## src/rtl/ps2_kbd_rx_if.sv

```systemverilog
// Key-event bus from the PS/2 keyboard receiver toward the HID matrix.
interface ps2_kbd_rx_if;
  logic       key_strobe;
  logic       key_pressed;
  logic       key_extended;
  logic [7:0] key_code;
  logic       frame_err;

  modport master (
    output key_strobe,
    output key_pressed,
    output key_extended,
    output key_code,
    output frame_err
  );

  modport slave (
    input key_strobe,
    input key_pressed,
    input key_extended,
    input key_code,
    input frame_err
  );
endinterface

```

## src/rtl/ps2_kbd_rx.sv

```systemverilog
// PS/2 keyboard receiver: conditions the raw lines, deserialises 11-bit frames
// and folds set-2 E0/F0/E1 prefixes into one key event per key.
module ps2_kbd_rx #(
  parameter int unsigned FILTER_LEN = 8,
  parameter int unsigned TIMEOUT    = 64000
) (
  input  logic         clk,
  input  logic         reset,
  input  logic         ps2_clk,
  input  logic         ps2_data,
  ps2_kbd_rx_if.master kbd
);

  localparam int unsigned TMO_W = $clog2(TIMEOUT + 1);

  typedef enum logic [1:0] {S_IDLE, S_DATA, S_PARITY, S_STOP} state_t;

  logic             r_clk_s1, r_clk_s2, r_dat_s1, r_dat_s2;
  logic             r_flt_clk, r_flt_clk_d;
  logic [7:0]       r_flt_cnt;
  state_t           r_state, w_state_nxt;
  logic [7:0]       r_shift;
  logic [2:0]       r_bit_cnt;
  logic             r_parity;
  logic [TMO_W-1:0] r_tmo_cnt;
  logic [2:0]       r_pause_cnt;
  logic             r_ext, r_rel;
  logic             r_key_strobe, r_key_pressed, r_key_extended, r_frame_err;
  logic [7:0]       r_key_code;
  logic             w_fall, w_bit, w_accept, w_err;

  assign w_fall = r_flt_clk_d & ~r_flt_clk;
  assign w_bit  = r_dat_s2;

  // Synchronisers and glitch filter on the PS/2 clock
  always_ff @(posedge clk) begin
    if (reset) begin
      r_clk_s1    <= 1'b1;
      r_clk_s2    <= 1'b1;
      r_dat_s1    <= 1'b1;
      r_dat_s2    <= 1'b1;
      r_flt_clk   <= 1'b1;
      r_flt_clk_d <= 1'b1;
      r_flt_cnt   <= '0;
    end else begin
      r_clk_s1    <= ps2_clk;
      r_clk_s2    <= r_clk_s1;
      r_dat_s1    <= ps2_data;
      r_dat_s2    <= r_dat_s1;
      r_flt_clk_d <= r_flt_clk;
      if (r_clk_s2 != r_flt_clk) begin
        if (r_flt_cnt == 8'(FILTER_LEN - 1)) begin
          r_flt_clk <= r_clk_s2;
          r_flt_cnt <= '0;
        end else begin
          r_flt_cnt <= r_flt_cnt + 8'd1;
        end
      end else begin
        r_flt_cnt <= '0;
      end
    end
  end

  always_ff @(posedge clk) begin
    if (reset) r_state <= S_IDLE;
    else       r_state <= w_state_nxt;
  end

  // A fall on the expiry cycle restarts the timer, so timeout only fires without one
  always_comb begin
    w_state_nxt = r_state;
    w_accept    = 1'b0;
    w_err       = 1'b0;
    if (r_state != S_IDLE && !w_fall && r_tmo_cnt == TMO_W'(TIMEOUT - 1)) begin
      w_err       = 1'b1;
      w_state_nxt = S_IDLE;
    end else if (w_fall) begin
      case (r_state)
        S_IDLE:   if (!w_bit) w_state_nxt = S_DATA;
        S_DATA:   if (r_bit_cnt == 3'd7) w_state_nxt = S_PARITY;
        S_PARITY: w_state_nxt = S_STOP;
        S_STOP: begin
          w_state_nxt = S_IDLE;
          if (w_bit && (^{r_shift, r_parity})) w_accept = 1'b1;
          else                                  w_err    = 1'b1;
        end
        default:  w_state_nxt = S_IDLE;
      endcase
    end
  end

  always_ff @(posedge clk) begin
    if (reset) begin
      r_shift   <= '0;
      r_bit_cnt <= '0;
      r_parity  <= 1'b0;
      r_tmo_cnt <= '0;
    end else begin
      if (w_fall || r_state == S_IDLE || w_state_nxt == S_IDLE) r_tmo_cnt <= '0;
      else                                                       r_tmo_cnt <= r_tmo_cnt + TMO_W'(1);
      if (w_fall) begin
        case (r_state)
          S_IDLE: r_bit_cnt <= '0;
          S_DATA: begin
            r_shift   <= {w_bit, r_shift[7:1]};
            r_bit_cnt <= r_bit_cnt + 3'd1;
          end
          S_PARITY: r_parity <= w_bit;
          default: ;
        endcase
      end
    end
  end

  // Byte decoder: prefix tracking, Pause swallowing and key event generation
  always_ff @(posedge clk) begin
    if (reset) begin
      r_pause_cnt    <= '0;
      r_ext          <= 1'b0;
      r_rel          <= 1'b0;
      r_key_strobe   <= 1'b0;
      r_key_pressed  <= 1'b0;
      r_key_extended <= 1'b0;
      r_key_code     <= '0;
      r_frame_err    <= 1'b0;
    end else begin
      r_key_strobe <= 1'b0;
      r_frame_err  <= w_err;
      if (w_accept) begin
        if (r_pause_cnt != 3'd0) begin
          r_pause_cnt <= r_pause_cnt - 3'd1;
        end else begin
          case (r_shift)
            8'hE1: begin
              r_pause_cnt <= 3'd7;
              r_ext       <= 1'b0;
              r_rel       <= 1'b0;
            end
            8'hE0: r_ext <= 1'b1;
            8'hF0: r_rel <= 1'b1;
            8'h00, 8'hAA, 8'hEE, 8'hFA, 8'hFC, 8'hFD, 8'hFE, 8'hFF: begin
              r_ext <= 1'b0;
              r_rel <= 1'b0;
            end
            default: begin
              r_key_code     <= r_shift;
              r_key_pressed  <= ~r_rel;
              r_key_extended <= r_ext;
              r_key_strobe   <= 1'b1;
              r_ext          <= 1'b0;
              r_rel          <= 1'b0;
            end
          endcase
        end
      end
    end
  end

  assign kbd.key_strobe   = r_key_strobe;
  assign kbd.key_pressed  = r_key_pressed;
  assign kbd.key_extended = r_key_extended;
  assign kbd.key_code     = r_key_code;
  assign kbd.frame_err    = r_frame_err;

endmodule

```

## src/flat_wrapper.sv

```systemverilog
// flat-port wrapper written by rule: the top's interface ports become plain ports
module ps2_kbd_rx_flat 
#(
  parameter int unsigned FILTER_LEN = 8,
  parameter int unsigned TIMEOUT    = 64000
)
  (clk, reset, ps2_clk, ps2_data, kbd_key_strobe, kbd_key_pressed, kbd_key_extended, kbd_key_code, kbd_frame_err);
  ps2_kbd_rx_if kbd_i ();
  input  logic clk;
  input  logic reset;
  input  logic ps2_clk;
  input  logic ps2_data;
  output wire logic [$bits(kbd_i.key_strobe)-1:0] kbd_key_strobe;
  output wire logic [$bits(kbd_i.key_pressed)-1:0] kbd_key_pressed;
  output wire logic [$bits(kbd_i.key_extended)-1:0] kbd_key_extended;
  output wire logic [$bits(kbd_i.key_code)-1:0] kbd_key_code;
  output wire logic [$bits(kbd_i.frame_err)-1:0] kbd_frame_err;
  assign kbd_key_strobe = kbd_i.key_strobe;
  assign kbd_key_pressed = kbd_i.key_pressed;
  assign kbd_key_extended = kbd_i.key_extended;
  assign kbd_key_code = kbd_i.key_code;
  assign kbd_frame_err = kbd_i.frame_err;
  ps2_kbd_rx #(.FILTER_LEN(FILTER_LEN), .TIMEOUT(TIMEOUT)) u_core (.clk(clk), .reset(reset), .ps2_clk(ps2_clk), .ps2_data(ps2_data), .kbd(kbd_i));
endmodule
```

## config.mk

```make
export PLATFORM = sky130hd
export DESIGN_NAME = ps2_kbd_rx_flat
export DESIGN_NICKNAME = d
export VERILOG_FILES = /design/src/rtl/ps2_kbd_rx_if.sv /design/src/rtl/ps2_kbd_rx.sv /design/src/flat_wrapper.sv
export SDC_FILE = /design/constraint.sdc
export NUM_CORES = 1
export LEC_CHECK = 0
export ABC_CLOCK_PERIOD_IN_PS = 4200
export BUFFER_PORTS_ARGS = -buffer_cell sky130_fd_sc_hd__buf_2
export CORE_UTILIZATION = 60
export DETAILED_ROUTE_END_ITERATION = 16
export PLACE_DENSITY = 0.79
export SLEW_MARGIN = 30
export SYNTH_ARGS = -nofsm -noshare
export SYNTH_HDL_FRONTEND = slang
export SYNTH_SLANG_ARGS = --single-unit
```

## constraint.sdc

```tcl
create_clock -name clk -period 4.2 [get_ports clk]
set_input_delay 0.84 -clock clk [delete_from_list [all_inputs] [get_ports clk]]
set_output_delay 0.84 -clock clk [all_outputs]
set_load 0.03 [all_outputs]
```

==> results of run 1 <==
==> worst reg2reg max path, cell delays in order, from the launching register on <==
cell	delay [ps]
dfxtp_1	500
xor2_1	260
xnor3_2	510
xnor2_2	220
nor4_4	750
mux2_1	390
==> area by class of cell <==
cell class	instances	area [µm²]	area share (%)
flip-flops and latches	61	1220	40.3
inverters	11	41.3	1.36
clock buffers	11	151	5.00
multi-input cells	219	1370	45.2
well taps	52	65.1	2.15
clock inverters	5	106	3.51
repair buffers	15	75.1	2.48
==> sequential cells by signal, summed over array words and instances (netlist names), 2 cells and up <==
register             cells
u_core.r_state           2
u_core.r_tmo_cnt        16
u_core.r_shift           8
u_core.r_flt_cnt         8
u_core.r_pause_cnt       3
u_core.r_bit_cnt         3
u_core.kbd.key_code      8
==> cell usage after synthesis (3+ instances only) <==
| library cell | number | area share, % |
|---|---|---|
| or3_1 | 3 | 0.69 |
| dfxtp_1 | 61 | 45 |
| and3_1 | 3 | 0.69 |
| o211ai_1 | 3 | 0.83 |
| nand3_1 | 17 | 3.1 |
| clkbuf_1 | 11 | 1.5 |
| a21oi_1 | 15 | 2.8 |
| nand4_1 | 6 | 1.4 |
| mux2i_1 | 10 | 3.7 |
| o21ai_0 | 5 | 0.92 |
| or2_2 | 7 | 1.6 |
| xnor2_1 | 8 | 2.6 |
| ha_1 | 6 | 2.8 |
| xor2_1 | 18 | 5.8 |
| nand2_1 | 46 | 6.3 |
| nor4_1 | 4 | 0.92 |
| a31oi_1 | 3 | 0.69 |
| buf_2 | 3 | 0.55 |
| nor3_1 | 7 | 1.3 |
| inv_1 | 11 | 1.5 |
| nor2_1 | 32 | 4.4 |
==> power by group <==
| group | switching [mW] | total [mW] | internal [mW] |
|---|---|---|---|
| sequential | 0.00134 | 0.582 | 0.580 |
| clock | 0.227 | 0.654 | 0.427 |
| combinational | 0.00808 | 0.0110 | 0.00289 |
==> layer usage <==
metal  vias up  routed length (µm)  GRT usage (%)
met2        49                2210           34.2
met3         8                 186           5.96
met4         0                  89           12.2
li1       1070                   -              -
met5         -                   0              0
met1       946                2280           26.2
==> kinds of logic after synthesis <==
| kind of cell | after synthesis |
|---|---|
| compound gates | 37 |
| xor+xnor | 29 |
| fa+ha+maj | 6 |
| buf+inv | 29 |
| flops | 61 |
| mux | 12 |
| simple gates | 135 |
==> worst max-delay path by stage <==
stage	endpoint	slack (ps)	depth (start not counted)
2_1_floorplan	u_core.kbd.key_pressed$_SDFFE_PP0P_	2160	6
3_3_place_gp	u_core.kbd.key_pressed$_SDFFE_PP0P_	1600	5
3_5_place_dp	u_core.kbd.key_pressed$_SDFFE_PP0P_	1520	5
4_1_cts	u_core.kbd.key_pressed$_SDFFE_PP0P_	1440	5
5_1_grt	u_core.kbd.key_pressed$_SDFFE_PP0P_	1300	5
6_report	u_core.kbd.key_pressed$_SDFFE_PP0P_	1460	5
==> through the flow <==
step                hold slack (ps)  cells
finish                          408    374
global route                    441    374
CTS                             414    374
detailed placement              397    358
floorplan                       389    309
global placement                396    358
==> flow_metrics.tcl, run 1 <==
set metrics [dict create \
    fp-row-count 24 \
    rr_worst_depth 5 \
    synthCells 309 \
    place_area_um2 2770 \
    cp.arrival_ps 2960 \
    final_cell_mix "dfxtp_1, nand2_1, nor2_1" \
    cts_resized 0 \
    wire_per_inst_um 12.8 \
    grt_pass1_vias 1914 \
    tritoncts "built" \
    setup-violations-final 0 \
    hold_viol_final 0 \
    status "complete, no violations" \
    power_mw 1.25 \
    io_pins 16 \
    synthMuxAreaShare_pct 4.50 \
    wl_um 4770 \
    syn-mean-instance-area_um2 8.81 \
    ys_types 45 \
    crit_chain "xor2_1 > xnor3_2 > xnor2_2 > nor4_4 > mux2_1" \
    first_iter_violations 173 \
    rsz0062_at_grt "no" \
    place_worst_setup_slack_ps 1520 \
    crit_path_start_kind "register" \
    utilization_pct 69.6 \
    synth_area_um2 2720 \
    syn_nets 319 \
    setup_ws_ps 1460 \
    r2r-start "u_core.r_shift[2]$_SDFFE_PP0P_" \
    grt_remaining_overflow 0 \
    clock_latency_ps 330 \
    fin_crit_ps 2740 \
    drc 0 \
    antenna_cells 0 \
    reg2reg_slack_ps 1460 \
    critPathMaxFanout 11 \
    ys_ff_latch 61 \
    synth-simple-area-share_pct 23.6 \
    gr-usage-all-layers_pct 21.5 \
    die_w_um 69.4 \
    port_buffers 15 \
    synthXorXnorAreaFrac_pct 10.4 \
    hold_end "u_core.r_clk_s2$_SDFF_PP1_" \
    core-area_um2 4350 \
    rr_endpoint "u_core.kbd.key_pressed$_SDFFE_PP0P_" \
    fmax_ghz 0.365 \
    cts_hold_buf 0 \
    cts_max_level 3 \
    hpwl_um 3260 \
    cp.required_ps 4420 \
    min_from "u_core.r_clk_s1$_SDFF_PP1_" \
    via_count 2073 \
    grt_start_max_net_pins 28 \
    areaGrowthSynthToFinish_pct 11.3 \
    routed_via_density 5.54 \
    crit_start "u_core.r_shift[2]$_SDFFE_PP0P_" \
    clock-sinks 61 \
    clockBufferDepth 2 \
    max-cap-violations 0 \
    clock-skew-final_ps 10.5 \
    synth_edf_count 0 \
    seq_area_frac_synth_pct 44.9 \
    tightest_slew_ps 800 \
    firstDrtPassIters 4 \
    dieArea_um2 4810 \
    grt_antenna_before_repair 0 \
    final_nets 327 \
    ys.warnings.count 0 \
    critPathSlowestCell "nor4_4" \
    finalWeightedCongestion 0.787 \
    p_per_area_nw_per_um2 412 \
    cts_made_buffers 9 \
    hold_path_class "register to register" \
    die_h_um 69.4 \
    layout-drive-gt1-share_pct 13.7 \
    p_leak_nw 1.07 \
    nFillCells 328 \
    vdd_drop_max_mv 0.389 \
    grt_pass1_wl_um 8120 \
    cp_top_family "XOR/XNOR gates" \
    clk_pin_slew_worst_paths_ps 70 \
    synth-main-ff-cell "dfxtp_1" \
    post-cts-setup-buffers 0 \
    worstSetupPathType "register to register" \
    start_util_pct 62.5 \
    synthAdderAreaFrac_pct 2.76 \
    synth-compound-area-share_pct 9.01 \
    cts_root_buffer "clkbuf_8" \
    final_area_um2 3030 \
    cp.buffers_inverters 0 \
    tns_ps 0 \
    ant_nets 0 \
    max_stage_delay_ps 750 \
    maxSlewViolCount 0 \
    endpoint_kind "register" \
    fin_crit_sh_pct 65.2 \
    min_delay_path_depth 1 \
    final_common_cell "dfxtp_1" \
    slew_headroom_pct 46.2 \
    async_reset_ff_share_pct 0 \
    synth_top_family_by_area "simple AND/OR/NAND/NOR gates" \
]
(Power assumes the default switching activity.)
==> inputs of run 2 (changes only) <==
--- a/config.mk
+++ b/config.mk
@@ -5,11 +5,11 @@
 export SDC_FILE = /design/constraint.sdc
 export NUM_CORES = 1
 export LEC_CHECK = 0
-export ABC_CLOCK_PERIOD_IN_PS = 4200
+export ABC_CLOCK_PERIOD_IN_PS = 2300
 export BUFFER_PORTS_ARGS = -buffer_cell sky130_fd_sc_hd__buf_2
-export CORE_UTILIZATION = 60
+export CORE_UTILIZATION = 54
 export DETAILED_ROUTE_END_ITERATION = 16
-export PLACE_DENSITY = 0.79
+export PLACE_DENSITY = 0.75
 export SLEW_MARGIN = 30
 export SYNTH_ARGS = -nofsm -noshare
 export SYNTH_HDL_FRONTEND = slang
==> constraint.sdc (replaced) <==
create_clock -name clk -period 2.3 [get_ports clk]
set_input_delay 0.46 -clock clk [delete_from_list [all_inputs] [get_ports clk]]
set_output_delay 0.46 -clock clk [all_outputs]
set_load 0.03 [all_outputs]
==> run 2 against run 1 <==
Net effect:
- cell count up 5.6%
- first-iteration DRC count down 27%
- clock power up 43%
- sequential cell count unchanged
- register-to-register slack worse by 1200 ps
- utilization down 6.1 points
- clock-buffer cell count up 3
- critical path depth up 1
- worst setup slack worse by 1200 ps
- power up 62%
- sequential share of layout area down 0.083 points
- largest cell class unchanged
==> flow_metrics.tcl, run 2 (same netlist as run 1, synthesis figures left out) <==
set metrics [dict create \
    tns_ps 0 \
    endpoint_kind "register" \
    gr-usage-all-layers_pct 20.8 \
    maxSlewViolCount 0 \
    min_delay_path_depth 2 \
    power_frac_clock_pct 46.3 \
    cp.required_ps 2570 \
    via_count 2076 \
    fin_crit_sh_pct 90.6 \
    areaGrowthSynthToFinish_pct 11.5 \
    cts_resized 0 \
    combinationalPowerShare_pct 1.1 \
    critPathMaxFanout 10 \
    wl_um 4830 \
    hold_path_class "primary input to register" \
    fp-row-count 25 \
    rsz0062_at_grt "no" \
    cts_hold_buf 0 \
    p_seq_share_pct 52.5 \
    io_pins 16 \
    final_cell_mix "dfxtp_1, nand2_1, nor2_1" \
    start_util_pct 56.9 \
    fmax_ghz 0.480 \
    first_iter_violations 127 \
    core-area_um2 4790 \
    clock-sinks 61 \
    setup-violations-final 0 \
    final_area_um2 3040 \
    tritoncts "built" \
    max-cap-violations 0 \
    firstDrtPassIters 4 \
    finalWeightedCongestion 0.827 \
    fin_crit_ps 2080 \
    largest_reg_flops 16 \
    worstSetupPathType "register to register" \
    clock_latency_ps 340 \
    grt_pass1_vias 1901 \
    p_per_area_nw_per_um2 667 \
    vdd_drop_max_mv 0.450 \
    ant_nets 0 \
    crit_path_start_kind "register" \
    cts_max_level 3 \
    final_common_cell "dfxtp_1" \
    clockBufferDepth 2 \
    routed_via_density 5.26 \
    p_leak_nw 1.08 \
    slew_headroom_pct 59.1 \
    intPower_mw 1.62 \
    nFillCells 433 \
    p_switching_uw 400 \
    port_buffers 15 \
    place_area_um2 2840 \
    hpwl_um 3300 \
    grt_pass1_wl_um 8370 \
    grt_start_max_net_pins 27 \
    dieArea_um2 5330 \
    final_nets 334 \
    regMostFlops "u_core.r_tmo_cnt" \
    cts_made_buffers 9 \
    clk_pin_slew_worst_paths_ps 60 \
    drc 0 \
    status "complete, no violations" \
    rr_worst_depth 6 \
    tightest_slew_ps 609 \
    grt_antenna_before_repair 0 \
    wire_per_inst_um 12.2 \
    p_sw_share_pct 19.8 \
    cts_root_buffer "clkbuf_8" \
    grt_remaining_overflow 0 \
    post-cts-setup-buffers 0 \
    hold_ws_ps 298 \
    clock-skew-final_ps 5.98 \
    antenna_cells 0 \
    hold_viol_final 0 \
    die_w_um 73.0 \
    layout-drive-gt1-share_pct 14.3 \
    die_h_um 73.0 \
    cp.arrival_ps 2350 \
]
run 2: cell types whose count changed in the layout (fill, tap and decap cells not counted), sizes merged:
| cell | delta |
|---|---|
| clkinv | -1 |
| buf | +7 |
| clkbuf | +3 |
| clkinvlp | -1 |
| bufinv | -2 |
run 2: power by group through the flow:
stage | registers (mW) | clock network, mW | logic, mW
global route | 1.06 | 1.00 | 0.0259
floorplan | 1.09 | 0 | 0.0162
global placement | 1.09 | 0 | 0.0232
detailed placement | 1.09 | 0 | 0.0233
CTS | 1.06 | 0.959 | 0.0234
finish | 1.06 | 0.937 | 0.0232
run 2: layout make-up:
type | count | area, µm² | share of cell area (%)
multi-input combinational | 219 | 1370 | 45.1
sequential | 61 | 1220 | 40.2
clock buffer | 14 | 163 | 5.36
timing repair buffer | 22 | 128 | 4.20
tap | 67 | 83.8 | 2.76
inverter | 11 | 41.3 | 1.36
clock inverter | 1 | 30.0 | 0.989
run 2: path summary, 6_finish.rpt:
check	start	to	slack, ps
min	ps2_data	u_core.r_dat_s1$_SDFF_PP1_	300
min reg2reg	u_core.r_dat_s1$_SDFF_PP1_	u_core.r_dat_s2$_SDFF_PP1_	410
max	u_core.r_shift[5]$_SDFFE_PP0P_	u_core.kbd.key_code[5]$_SDFFE_PP0P_	220
max reg2reg	u_core.r_shift[5]$_SDFFE_PP0P_	u_core.kbd.key_code[5]$_SDFFE_PP0P_	220
run 2: routing by layer:
metal / up-vias / routed length [µm] / global-route usage [%]
met4: 0 / 145 / 14.4
li1: 1088 / - / -
met3: 10 / 196 / 4.14
met2: 40 / 2140 / 31.0
met1: 938 / 2350 / 27.1
met5: - / 0 / 0
run 2: worst max-delay path, cell delays in order (launching register included):
cell     delay [ps]
dfxtp_1         450
xnor2_1         170
xnor3_2         410
xnor2_2         210
nor4_4          310
buf_4           250
mux2i_1         210
run 2: stage by stage:
step	power [mW]	instances	worst slack [ps]	util, %
2_1_floorplan	1.10	309	260	-
3_3_place_gp	1.11	380	286	59.4
3_5_place_dp	1.11	380	228	59.4
4_1_cts	2.04	395	209	63.4
5_1_grt	2.09	395	101	63.4
6_report	2.02	395	215	63.4
